===== src/rtl/audio_stream_sequencer.sv =====
// Sample-rate control stage around a stereo moving-average filter pair: pops a codec
// sample, feeds both filters, applies saturating power-of-two gain and pushes the result.
module audio_stream_sequencer #(
  parameter int unsigned W          = 24,
  parameter int unsigned GAIN_SHIFT = 0,
  parameter int unsigned CNT_W      = 16
) (
  input  logic             clk,
  input  logic             reset,
  input  logic             read_ready,
  input  logic [W-1:0]     readdata_left,
  input  logic [W-1:0]     readdata_right,
  input  logic             write_ready,
  output logic             read,
  output logic             write,
  output logic [W-1:0]     writedata_left,
  output logic [W-1:0]     writedata_right,
  output logic             filt_en,
  output logic [W-1:0]     filt_in_left,
  output logic [W-1:0]     filt_in_right,
  input  logic [W-1:0]     filt_out_left,
  input  logic [W-1:0]     filt_out_right,
  input  logic             bypass,
  output logic [CNT_W-1:0] sample_count
);

  typedef enum logic [2:0] {
    StRdWait,
    StRead,
    StFilt,
    StSettle,
    StWrWait,
    StWrite
  } state_e;

  state_e            state_q, state_d;
  logic [W-1:0]      filt_in_l_q, filt_in_l_d, filt_in_r_q, filt_in_r_d;
  logic [W-1:0]      wd_l_q, wd_l_d, wd_r_q, wd_r_d;
  logic [CNT_W-1:0]  cnt_q, cnt_d;

  // Shift in a W+8 bit domain so any legal gain (<= 7) cannot overflow before the clamp.
  function automatic logic [W-1:0] gain_sat(input logic [W-1:0] x);
    logic signed [W+7:0] ext;
    logic signed [W+7:0] max_v;
    logic signed [W+7:0] min_v;
    ext   = $signed({{8{x[W-1]}}, x}) <<< GAIN_SHIFT;
    max_v = $signed({9'b0, {(W-1){1'b1}}});
    min_v = $signed({9'h1ff, {(W-1){1'b0}}});
    if (ext > max_v) begin
      gain_sat = {1'b0, {(W-1){1'b1}}};
    end else if (ext < min_v) begin
      gain_sat = {1'b1, {(W-1){1'b0}}};
    end else begin
      gain_sat = ext[W-1:0];
    end
  endfunction

  always_comb begin
    state_d     = state_q;
    filt_in_l_d = filt_in_l_q;
    filt_in_r_d = filt_in_r_q;
    wd_l_d      = wd_l_q;
    wd_r_d      = wd_r_q;
    cnt_d       = cnt_q;
    unique case (state_q)
      StRdWait: if (read_ready) state_d = StRead;
      StRead: begin
        filt_in_l_d = readdata_left;
        filt_in_r_d = readdata_right;
        state_d     = StFilt;
      end
      StFilt: state_d = StSettle;
      StSettle: begin
        // bypass is only looked at here, so toggling it elsewhere cannot disturb a sample.
        wd_l_d  = gain_sat(bypass ? filt_in_l_q : filt_out_left);
        wd_r_d  = gain_sat(bypass ? filt_in_r_q : filt_out_right);
        state_d = StWrWait;
      end
      StWrWait: if (write_ready) state_d = StWrite;
      StWrite: begin
        cnt_d   = cnt_q + {{(CNT_W-1){1'b0}}, 1'b1};
        state_d = StRdWait;
      end
      default: state_d = StRdWait;
    endcase
  end

  always_ff @(posedge clk or negedge reset) begin
    if (!reset) begin
      state_q     <= StRdWait;
      filt_in_l_q <= '0;
      filt_in_r_q <= '0;
      wd_l_q      <= '0;
      wd_r_q      <= '0;
      cnt_q       <= '0;
    end else begin
      state_q     <= state_d;
      filt_in_l_q <= filt_in_l_d;
      filt_in_r_q <= filt_in_r_d;
      wd_l_q      <= wd_l_d;
      wd_r_q      <= wd_r_d;
      cnt_q       <= cnt_d;
    end
  end

  assign read            = (state_q == StRead);
  assign filt_en         = (state_q == StFilt);
  assign write           = (state_q == StWrite);
  assign filt_in_left    = filt_in_l_q;
  assign filt_in_right   = filt_in_r_q;
  assign writedata_left  = wd_l_q;
  assign writedata_right = wd_r_q;
  assign sample_count    = cnt_q;

endmodule


===== config.mk =====
export PLATFORM = sky130hd
export DESIGN_NAME = audio_stream_sequencer
export DESIGN_NICKNAME = d
export VERILOG_FILES = /design/src/rtl/audio_stream_sequencer.sv
export SDC_FILE = /design/constraint.sdc
export NUM_CORES = 1
export LEC_CHECK = 0
export ABC_AREA = 1
export BUFFER_PORTS_ARGS = -buffer_cell sky130_fd_sc_hd__buf_2
export CORE_MARGIN = 4
export CORE_UTILIZATION = 50
export DETAILED_ROUTE_END_ITERATION = 10
export GPL_TIMING_DRIVEN = 0
export PLACE_DENSITY = 0.87
export SLEW_MARGIN = 0
export SYNTH_ARGS = -nofsm -noshare
export SYNTH_HDL_FRONTEND = slang
export SYNTH_SLANG_ARGS = --single-unit

===== constraint.sdc =====
create_clock -name clk -period 1.9 [get_ports clk]
set_input_delay 0.095 -clock clk [delete_from_list [all_inputs] [get_ports clk]]
set_output_delay 0.095 -clock clk [all_outputs]
set_load 0.01 [all_outputs]

Word-level counts from Yosys, hierarchy flattened --
Cells that the tools add are included.
Word-level totals: input bits 101, register bits after elaboration 115, output and inout port bits 115, word-level logic and storage cells 29
Cells by class: eq/ne operators 7, multiplexer cells 9, magnitude comparators 4, add/subtract/negate cells 1, reductions and logical operators 2
Operator list (number):
- $mux 24 | 6
- $gt 24x24->1 const B | 2
- $lt 24x24->1 const B | 2
- $add 16x1->16 const B | 1
- $pmux 3 s5 | 1
- $eq 3x2->1 const B | 2
- $eq 3x3->1 const B | 2
- $mux 3 | 2
- $ne 2x2->1 const B | 2
- $eq 3x1->1 const B | 1
- $logic_not 3->1 | 1
- $reduce_and 2->1 | 1

Depth between registers and ports, before layout --
Gate-level depths: netlist (run 1).
depth after elaboration 4, mapped depth 8, mapped depth without buffers 8

Worst setup path before layout (run 1) --
No wires, ideal clock.
kind reg2reg, start point reg cnt_q[0] (netlist: sample_count[0]), end point reg cnt_q[12] (netlist: sample_count[12]), buffers on the path 0, arrival 1188 ps, clock period less this slack 1311 ps, setup time 123 ps, path slack 589 ps, data required time 1777 ps, stages on the path, launching flop included 7, cells stage by stage dfrtp_1 -> ha_1 -> nand3_1 -> nor2_4 -> nand2_1 -> o21ai_0 -> nand2_1
On the way: cells in the longest elaborated chain, start to end 1
Ends and longest elaborated chain:
- start: declaration | line 39 | logic [CNT_W-1:0] cnt_q, cnt_d;
- start signal: assignment | line 102 | cnt_q <= cnt_d;
- $add 16x1->16 | line 81 | cnt_d = cnt_q + {{(CNT_W-1){1'b0}}, 1'b1};
Every way passes these cells. A chain may end at the register's enable or synchronous reset.

Final worst setup path (run 1) --
start point reg state_q[0], end point out read
On the way: cells in the longest elaborated chain, start to end 1
Ends and longest elaborated chain:
- start: declaration | line 36 | state_e state_q, state_d;
- start signal: assignment | line 90 | state_q <= StRdWait;
- start signal: assignment | line 97 | state_q <= state_d;
- $eq 3x1->1 | line 106 | assign read = (state_q == StRead);
- end: declaration | line 14 | output logic read,
Every way passes these cells.

==> summary.md, run 1 <==
| Metric | Value |
|---|---|
| Largest net degree at the start of global routing | 76 |
| Worst Path Required | 1.80 ns |
| Via/cell ratio | 5.35 |
| Clock root cell | clkbuf_8 |
| Tcrit/Tclk final | 94.6% |
| Slew @ Worst Pin | 0.464 ns |
| WS Path Type | reg2out |
| Worst-Skew Late Latency | 0.50 ns |
| Crit end category | primary output |
| DRT Pass-1 Iters | 7 |
| Worst min-delay path class | in2async |
| Core area | 9680 µm² |
| CTS Sinks | 115 |
| Syn Nets | 676 |
| Seq/Total Area, Yosys | 58.2% |
| DP Wirelength | 10.8 mm |
| Number of H-tree levels | 4 |
| Pwr Total | 12.0 mW |
| Num ports | 216 |
| DRT iter0 DRCs | 464 |
| Global-route wire length before repair | 29.0 mm |
| Syn avg cell area | 8.61 µm² |
| R2R setup slack | 0.18 ns |
| Worst r2r dst | state_q[0] |
| Final Skew | 0.00755 ns |
| Final hold violation count | 0 |
| Vias in the first global route | 5857 |
| All-layer global routing usage | 32.5% |
| Worst setup SP type | flip-flop |
| Async set or reset register ratio after synthesis | 100% |
| Pre-CTS setup slack | 0.310 ns |
| Cells after DPL | 922 |
| Nets | 1010 |
| Peak VDD IR | 821 µV |
| Reg clk slew, reported paths | 0.06 ns |
| Starting Density | 51.0% |
| Post-Syn Area | 4940 µm² |
| TritonCTS clock tree | yes |
| LEAKAGE | 4.09 nW |
| Share of cells above drive strength 1 | 29.4% |
| Final worst setup slack | 0.102 ns |
| GR Overflow Total | 0 |
| Routed Antenna Nets | 0 |
| Max Freq | 556 MHz |
| GPL Wtd Cong | 0.861 |
| Row cnt | 36 |
| Final setup fails | 0 |
| Leading register cell type out of synthesis | dfrtp_1 |
| Vias | 5635 |
| Max transition margin | 69.1% |
| Pins Over Slew Limit | 0 |
| CTS buffer count | 17 |
| Synthesis-to-layout area growth | 57.8% |
| Worst EP arrival | 1.70 ns |
| Synth unique cells | 22 |
| Worst flop-to-flop path startpoint | state_q[0] |
| Final antenna diode count | 0 |
| Post-synth EDFFs | 0 |
| Ys Warns | 0 |
| Port Buffers | 214 |
| Drt total wl | 18.8 mm |
| Final Critical Period | 1.80 ns |
| RSZ-0062 raised after global routing | false |
| PD cells | 1540 nW/µm² |
| Initial antenna violation count | 0 |
| Post-synthesis register bit count | 115 |
| R2R depth | 5 |
| CP Max Fanout | 10 |
| Status | finished clean |
| Clock Path Buffers | 2 |
| DRC violations left | 0 |
| Die span in x | 107 µm |
| Synthesized instance count | 574 |
| Final Non-Filler Cells | 1054 |
| Max Cap Viol | 0 |
| Worst hold slack | 0.0764 ns |
| WL per Instance | 17.9 µm |
| Die area | 11500 µm² |
| Die Height | 107 µm |
[flip-flops by register name, summed over array words and instances (netlist names)]
signal           count
writedata_left      24
writedata_right     24
sample_count        16
filt_in_right       24
state_q              3
filt_in_left        24
[layout make-up]
| type | instances | area [µm²] |
|---|---|---|
| inverter | 66 | 248 |
| fill | 584 | 1890 |
| clock buffer | 23 | 477 |
| sequential | 115 | 2880 |
| multi-input combinational | 363 | 1660 |
| tap | 133 | 166 |
| timing repair buffer | 315 | 2100 |
| buffer | 30 | 156 |
| clock inverter | 9 | 103 |
[placed cells by master (no fill, tap or decap), types with 7 or more instances in the layout]
cell           instances
buf_2                222
inv_1                 64
xnor2_1                7
dlygate4sd3_1         99
clkbuf_16             16
buf_4                  7
nor2_1                10
clkbuf_1              14
nand2_1              177
o21ai_1                9
o21ai_0              138
dfrtp_1              114
[power breakdown]
group	leakage (nW)	switching, mW	total, mW	internal [mW]
registers	1.43	0.666	4.22	3.55
clock network	0.280	1.08	3.07	2.00
logic	2.38	2.93	4.70	1.78
[metal layers]
layer | GRT usage (%) | up-vias | share of wire [%]
met4 | 18.8 | 0 | 5.4
met3 | 8.22 | 100 | 8.0
met5 | 0 | - | 0
li1 | - | 2494 | -
met1 | 35.8 | 2645 | 36
met2 | 56.7 | 396 | 51
[metrics by stage]
stage	area (µm²)	util [%]	TNS, ns
finish	7790	80.5	0
global placement	6180	63.8	-71.45
detailed placement	6210	64.1	0
floorplan	4940	-	0
CTS	7790	80.4	0
global route	7790	80.5	0
[synth_stat cells (all sizes together) (3+ instances only)]
cell type  number  area [µm²]
nand2         177         664
o21ai         147         736
dfrtp         115        2880
inv            66         248
buf            16        97.6
clkbuf         14        55.1
nor2           12        55.1
xnor2           7        61.3
nand3           6        35.0
nand4           5        31.3
xor2            4        35.0
nor3            3        26.3
[how the worst max path moves through the flow]
stage,cells past startpoint,startpoint,to,slack [ns]
floorplan,6,sample_count[0],sample_count[12],0.59
global placement,1,reset,filt_in_left[10],-0.63
detailed placement,4,state_q[0],filt_in_left[4],0.31
CTS,5,state_q[0],read,0.03
global route,5,state_q[0],read,0.02
finish,5,state_q[0],read,0.10
[kinds of logic (layout without fill, tap and decap cells)]
| group | after synthesis | count (layout) | share of synthesized area (%) |
|---|---|---|---|
| buffers and inverters | 96 | 443 | 8.10 |
| adder cells (fa/ha/maj) | 1 | 1 | 0.253 |
| flip-flops | 115 | 115 | 58.2 |
| AND/OR/NAND/NOR | 203 | 203 | 16.4 |
| AO/OA/AOI/OAI | 148 | 148 | 15.0 |
| XOR/XNOR | 11 | 11 | 1.95 |
[critical path: stages (launching register included)]
cell and delay (ns):
dfrtp_2 0.41, inv_2 0.08, nor3_4 0.21, buf_6 0.16
buf_4 0.19, buf_2 0.15
[what timing repair did]
item,4_1_cts,5_1_grt
setup endpoints to repair,1,1
resized for setup,0,2
setup buffers,1,0
hold buffers,99,0
hold endpoints to repair,212,0
pin swaps,1,0
Note: power is estimated with default switching activity, not from simulation.
==> run 2: changes to the inputs <==
ABC_AREA = 0   (was 1)
==> run 2 against run 1 <==
  * Power grew 2.9%
  * Combinational power shrank 1%
  * Sequential cell count is the same
  * Critical path type is now reg2reg
  * Critical endpoint is now filt_in_left[2]
  * Global-route usage shrank 2.5 points
  * Critical path depth is the same
  * Routed wire length shrank 12%
  * Count of clock-buffer cells in the layout shrank 3
  * Clock skew grew 0.0011 ns
  * Highest routed layer unchanged
  * Fmax grew 0.46%
  * Area after synthesis shrank 2.3%
  * First-iteration DRC count shrank 44%
  * Setup slack gained 0.0082 ns
==> summary.md, run 2 <==
| Metric | Value |
|---|---|
| TritonCTS clock tree | yes |
| Placed Area | 6090 µm² |
| Cells after DPL | 731 |
| Initial antenna violation count | 0 |
| Filler cells | 496 |
| CTS buffer count | 17 |
| CP Max Fanout | 10 |
| CP bufs+invs | 3 |
| Max transition margin | 49.6% |
| GR Overflow Total | 0 |
| Peak VDD IR | 879 µV |
| Final Critical Period | 1.79 ns |
| LEAKAGE | 3.96 nW |
| R2R setup slack | 0.11 ns |
| Global-route wire length before repair | 26.3 mm |
| Most frequent cells in the layout | buf_2 (227), dfrtp_1 (115), dlygate4sd3_1 (99) |
| WL per Instance | 19.2 µm |
| Status | finished clean |
| PD cells | 1600 nW/µm² |
| GPL Wtd Cong | 0.784 |
| Die area | 11300 µm² |
| Largest area contributor in the netlist | dfrtp_1 |
| Worst-Skew Late Latency | 0.49 ns |
| Die span in x | 106 µm |
| Clock Path Buffers | 2 |
| DRT iter0 DRCs | 260 |
| Pins Over Slew Limit | 0 |
| Clock network power share | 26.6% |
| Internal power | 7.90 mW |
| Starting Density | 51.8% |
| Synthesis-to-layout area growth | 59.9% |
| Largest net degree at the start of global routing | 59 |
| Top cells by count, synth | dfrtp_1 (115), nand2_1 (55), mux2_2 (49), o21ai_0 (49), mux2i_1 (48) |
| Reg power frac | 35.7% |
| Via/cell ratio | 5.25 |
| WS Path Type | reg2reg |
| Top delay family on crit path | buffers and inverters |
| Crit-path slowest cell | mux2_2 |
| Tcrit/Tclk final | 94.2% |
| Port Buffers | 214 |
| Final hold violation count | 0 |
| Drt total wl | 16.5 mm |
| Slowest stage delay, CP | 0.40 ns |
| Worst min-delay path class | in2async |
| Share of cells above drive strength 1 | 43.5% |
| Synth unique cells | 29 |
| Fin area | 7720 µm² |
| Worst setup SP type | flip-flop |
| DRT Pass-1 Iters | 4 |
| Final Skew | 0.00866 ns |
| Core area | 9330 µm² |
| Post-synthesis register bit count | 115 |
| Slew @ Worst Pin | 0.756 ns |
| Worst EP arrival | 2.16 ns |
| Max Cap Viol | 0 |
| Vias | 4538 |
| DRC violations left | 0 |
| Final antenna diode count | 0 |
| Post-Syn Area | 4830 µm² |
| Nets | 824 |
| Crit path cell chain | clkbuf_2 > nor3b_4 > buf_4 > buf_2 > mux2_2 |
| Crit end category | flip-flop |
| Syn avg cell area | 12.5 µm² |
| Routed Antenna Nets | 0 |
| Sw Share | 36.0% |
| Ys Warns | 0 |
| Worst Path Required | 2.27 ns |
| Final setup fails | 0 |
| Num ports | 216 |
| Synthesized instance count | 387 |
| Max Freq | 559 MHz |
| Combinational group share of total power | 37.7% |
| RSZ-0062 raised after global routing | false |
| All-layer global routing usage | 30.0% |
| Final Non-Filler Cells | 864 |
| CTS Sinks | 115 |
| Die Height | 106 µm |
| DP Wirelength | 9.70 mm |
| Syn Nets | 489 |
| Synth top area cells | dfrtp_1 (60%), mux2_2 (11%), mux2i_1 (10%) |
| Setup TNS | 0 ns |
| Vias in the first global route | 5058 |
| Post-synth EDFFs | 0 |
| Most common cell in the netlist | dfrtp_1 |
| Most common cell after layout, fill and taps aside | buf_2 |
| Share of the synthesized area in the top cell type | 59.6% |
| Row cnt | 35 |
| Number of H-tree levels | 4 |
| Async set or reset register ratio after synthesis | 100% |
| Sw power | 4.44 mW |
| Leading register cell type out of synthesis | dfrtp_1 |
| Seq/Total Area, Yosys | 59.6% |
| Reg clk slew, reported paths | 0.06 ns |
| Clock root cell | clkbuf_8 |
## run 2: power by group through the flow
stage	Combinational [mW]	Sequential [mW]	Clock [mW]
after floorplan	1.90	4.74	0
after global placement	4.08	4.21	0
after detailed placement	4.24	4.33	0
after CTS	4.48	4.30	3.31
after global routing	5.01	4.53	3.44
final	4.65	4.40	3.29
## run 2: final timing paths
path | startpoint | to | cells after the start
worst max-delay path | state_q[2] | filt_in_left[2] | 5
worst min-delay path | reset | writedata_right[12] | 2
worst max register to register | state_q[2] | filt_in_left[2] | 5
worst min register to register | writedata_right[22] | writedata_right[22] | 2
max in group asynchronous | reset | writedata_left[12] | 3
min in group clk | bypass | writedata_right[15] | 4
## run 2: cell type report
class | instances | area [µm²] | area share [%]
Timing Repair Buffer | 316 | 2110 | 27.3
Buffer | 24 | 114 | 1.47
Multi-Input combinational cell | 246 | 1840 | 23.8
Clock buffer | 20 | 435 | 5.64
Clock inverter | 12 | 178 | 2.30
Tap cell | 129 | 161 | 2.09
Sequential cell | 115 | 2880 | 37.3
Inverter | 2 | 7.51 | 0.0972
## run 2: layer usage
layer / up-vias / wire (µm) / GRT usage [%]
met2: 221 / 9050 / 55.0
met1: 2239 / 5680 / 31.5
met4: 0 / 823 / 17.0
li1: 2008 / - / -
met3: 70 / 1000 / 6.68
met5: - / 0 / 0
## run 2: kinds of logic (layout without fill, tap and decap cells)
family	Yosys count	after routing	share of synthesized area [%]
AO/OA/AOI/OAI	51	51	5.34
buffers and inverters	26	374	2.44
AND/OR/NAND/NOR	82	82	8.27
flip-flops	115	115	59.6
adder cells (fa/ha/maj)	1	1	0.259
multiplexers	97	97	21.4
XOR/XNOR	15	15	2.72
## run 2: repair_timing
action | 4_1_cts | 5_1_grt
pin swaps | 1 | 0
hold endpoints to repair | 154 | 0
resized for setup | 2 | 2
hold buffers | 99 | 0
setup buffers | 1 | 1
gates cloned | 0 | 0
endpoints found under the setup margin | 1 | 27
## run 2: metrics by stage
stage                     util (%)  worst slack (ns)  hold WS, ns  power [mW]
after floorplan                  -             0.385       -0.201        6.64
after global placement        65.0            -0.536        0.326        8.29
after detailed placement      65.3             0.100        0.201        8.57
after CTS                     82.7            0.0514        0.204        12.1
after global routing          82.8            0.0340        0.245        13.0
final                         82.8             0.110        0.229        12.3
==> run 3: changes to the inputs <==
PLACE_DENSITY = not set   (was 0.87)
PLACE_DENSITY_LB_ADDON = 0.1   (was not set)
==> run 3 against run 2 <==
  * Fmax grew 0.97%
  * Largest power group unchanged
  * Global-route usage shrank 3.3 points
  * Clock skew grew 0.00052 ns
  * Largest cell class unchanged
  * Highest routed layer unchanged
  * Core utilization is essentially flat
  * Die area is the same
==> summary.md, run 3 (synthesis results as in run 2) <==
| Metric | Value |
|---|---|
| Status | finished clean |
| Most common cell after layout, fill and taps aside | buf_2 |
| Via/cell ratio | 4.99 |
| Final antenna diode count | 0 |
| Worst EP arrival | 1.68 ns |
| Pwr Total | 12.0 mW |
| DRC violations left | 0 |
| All-layer global routing usage | 26.7% |
| Worst r2r dst | writedata_left[13] |
| Initial antenna violation count | 0 |
| Starting Density | 51.8% |
| Reg clk slew, reported paths | 0.06 ns |
| Filler cells | 547 |
| Peak VDD IR | 914 µV |
| Final Skew | 0.00918 ns |
| Worst flop-to-flop path startpoint | state_q[2] |
| Slew @ Worst Pin | 0.545 ns |
| Core area | 9330 µm² |
| Worst-Skew Late Latency | 0.50 ns |
| Port Buffers | 214 |
| R2R setup slack | 0.19 ns |
| LEAKAGE | 3.95 nW |
| FF/Latch Area | 2880 µm² |
| Worst Path Required | 1.80 ns |
| Final Critical Period | 1.77 ns |
| Nets | 823 |
| Crit end category | primary output |
| Row cnt | 35 |
| Max transition margin | 63.7% |
| WL per Instance | 17.0 µm |
| Pins Over Slew Limit | 0 |
| Number of H-tree levels | 4 |
| Num ports | 216 |
| Die area | 11300 µm² |
| CTS buffer count | 17 |
| TritonCTS clock tree | yes |
| Die span in x | 106 µm |
| Max Freq | 564 MHz |
| CTS Sinks | 115 |
| PD cells | 1560 nW/µm² |
| R2R depth | 6 |
| Setup TNS | 0 ns |
| GR Overflow Total | 0 |
| DRT Pass-1 Iters | 4 |
| Global-route wire length before repair | 23.5 mm |
| Die Height | 106 µm |
| DP Wirelength | 9.09 mm |
| CP Max Fanout | 10 |
| Area of the multi-input gates | 1840 µm² |
| Worst min-delay path class | in2async |
| Fin area | 7720 µm² |
| Share of cells above drive strength 1 | 43.7% |
| Cells after DPL | 731 |
| Synthesis-to-layout area growth | 59.8% |
| GPL Wtd Cong | 0.760 |
| Most frequent cells in the layout | buf_2 (227), dfrtp_1 (115), dlygate4sd3_1 (99) |
| Max Cap Viol | 0 |
| Worst setup SP type | flip-flop |
| Final Non-Filler Cells | 862 |
| Largest net degree at the start of global routing | 69 |
| Final setup fails | 0 |
| Clock root cell | clkbuf_8 |
| Vias in the first global route | 4652 |
| RSZ-0062 raised after global routing | false |
| Vias | 4300 |
| Placed Area | 6090 µm² |
| WS Path Type | reg2out |
| Final hold violation count | 0 |
| Tcrit/Tclk final | 93.3% |
| DRT iter0 DRCs | 131 |
| Drt total wl | 14.6 mm |
| Routed Antenna Nets | 0 |
| Clock Path Buffers | 2 |
==> run 3: cell count changes in the layout (fill, tap and decap cells not counted) <==
cell	delta
buf_4	-3
clkbuf_1	-2
clkinv_4	+2
inv_6	-2
buf_6	+1
clkbuf_4	+1
clkinvlp_4	+1
==> run 3: metrics by stage <==
stage / hold WS (ns) / util, % / worst slack, ns
after floorplan: -0.201 / - / 0.385
after global placement: 0.325 / 65.0 / -0.641
after detailed placement: 0.0580 / 65.3 / 0.118
after CTS: 0.0930 / 82.7 / 0.0716
after global routing: 0.110 / 82.7 / 0.0157
final: 0.0948 / 82.7 / 0.128
==> run 3: how the worst max path moves through the flow <==
| stage | startpoint | to | slack (ns) | depth (start not counted) |
|---|---|---|---|---|
| global route | state_q[2] | writedata_left[10] | 0.02 | 6 |
| floorplan | state_q[1] | sample_count[13] | 0.39 | 5 |
| detailed placement | state_q[2] | writedata_left[4] | 0.12 | 6 |
| CTS | state_q[0] | read | 0.07 | 3 |
| global placement | reset | filt_in_right[21] | -0.64 | 1 |
| finish | state_q[0] | read | 0.13 | 3 |
==> run 3: area by class of cell <==
type,count,area share (%)
flip-flops and latches,115,37.3
repair buffers,315,27.3
multi-input cells,246,23.8
clock buffers,18,5.55
clock inverters,13,2.40
well taps,129,2.09
plain buffers,24,1.48
inverters,2,0.0973
==> run 3: power by group <==
group / total, mW / internal, mW / switching, mW
Sequential: 4.31 / 3.56 / 0.744
Combinational: 4.46 / 2.15 / 2.31
Clock: 3.27 / 2.15 / 1.11
Total: 12.0 / 7.87 / 4.17
==> run 3: critical path, stage by stage, from the launching register on <==
cell and delay, ns:
dfrtp_1 0.51, nor3b_4 0.26, clkbuf_4 0.25, buf_2 0.16
==> run 3: timing repair <==
item / in CTS / in global routing
endpoints found under the hold margin: 212 / 0
pin swaps: 0 / 0
buffers inserted: 1 / 0
hold buffers: 99 / 0
gates resized for setup: 1 / 3
cloned: 0 / 0
setup endpoints to repair: 1 / 11
==> run 3: layer usage <==
metal / vias to the layer above / share of wire [%] / wire length, µm / global-route usage, %
met4: 0 / 2.2 / 316 / 9.99
li1: 2008 / - / - / -
met5: - / 0 / 0 / 0
met2: 165 / 52 / 7620 / 47.4
met3: 24 / 6.9 / 1010 / 7.04
met1: 2103 / 39 / 5680 / 30.9
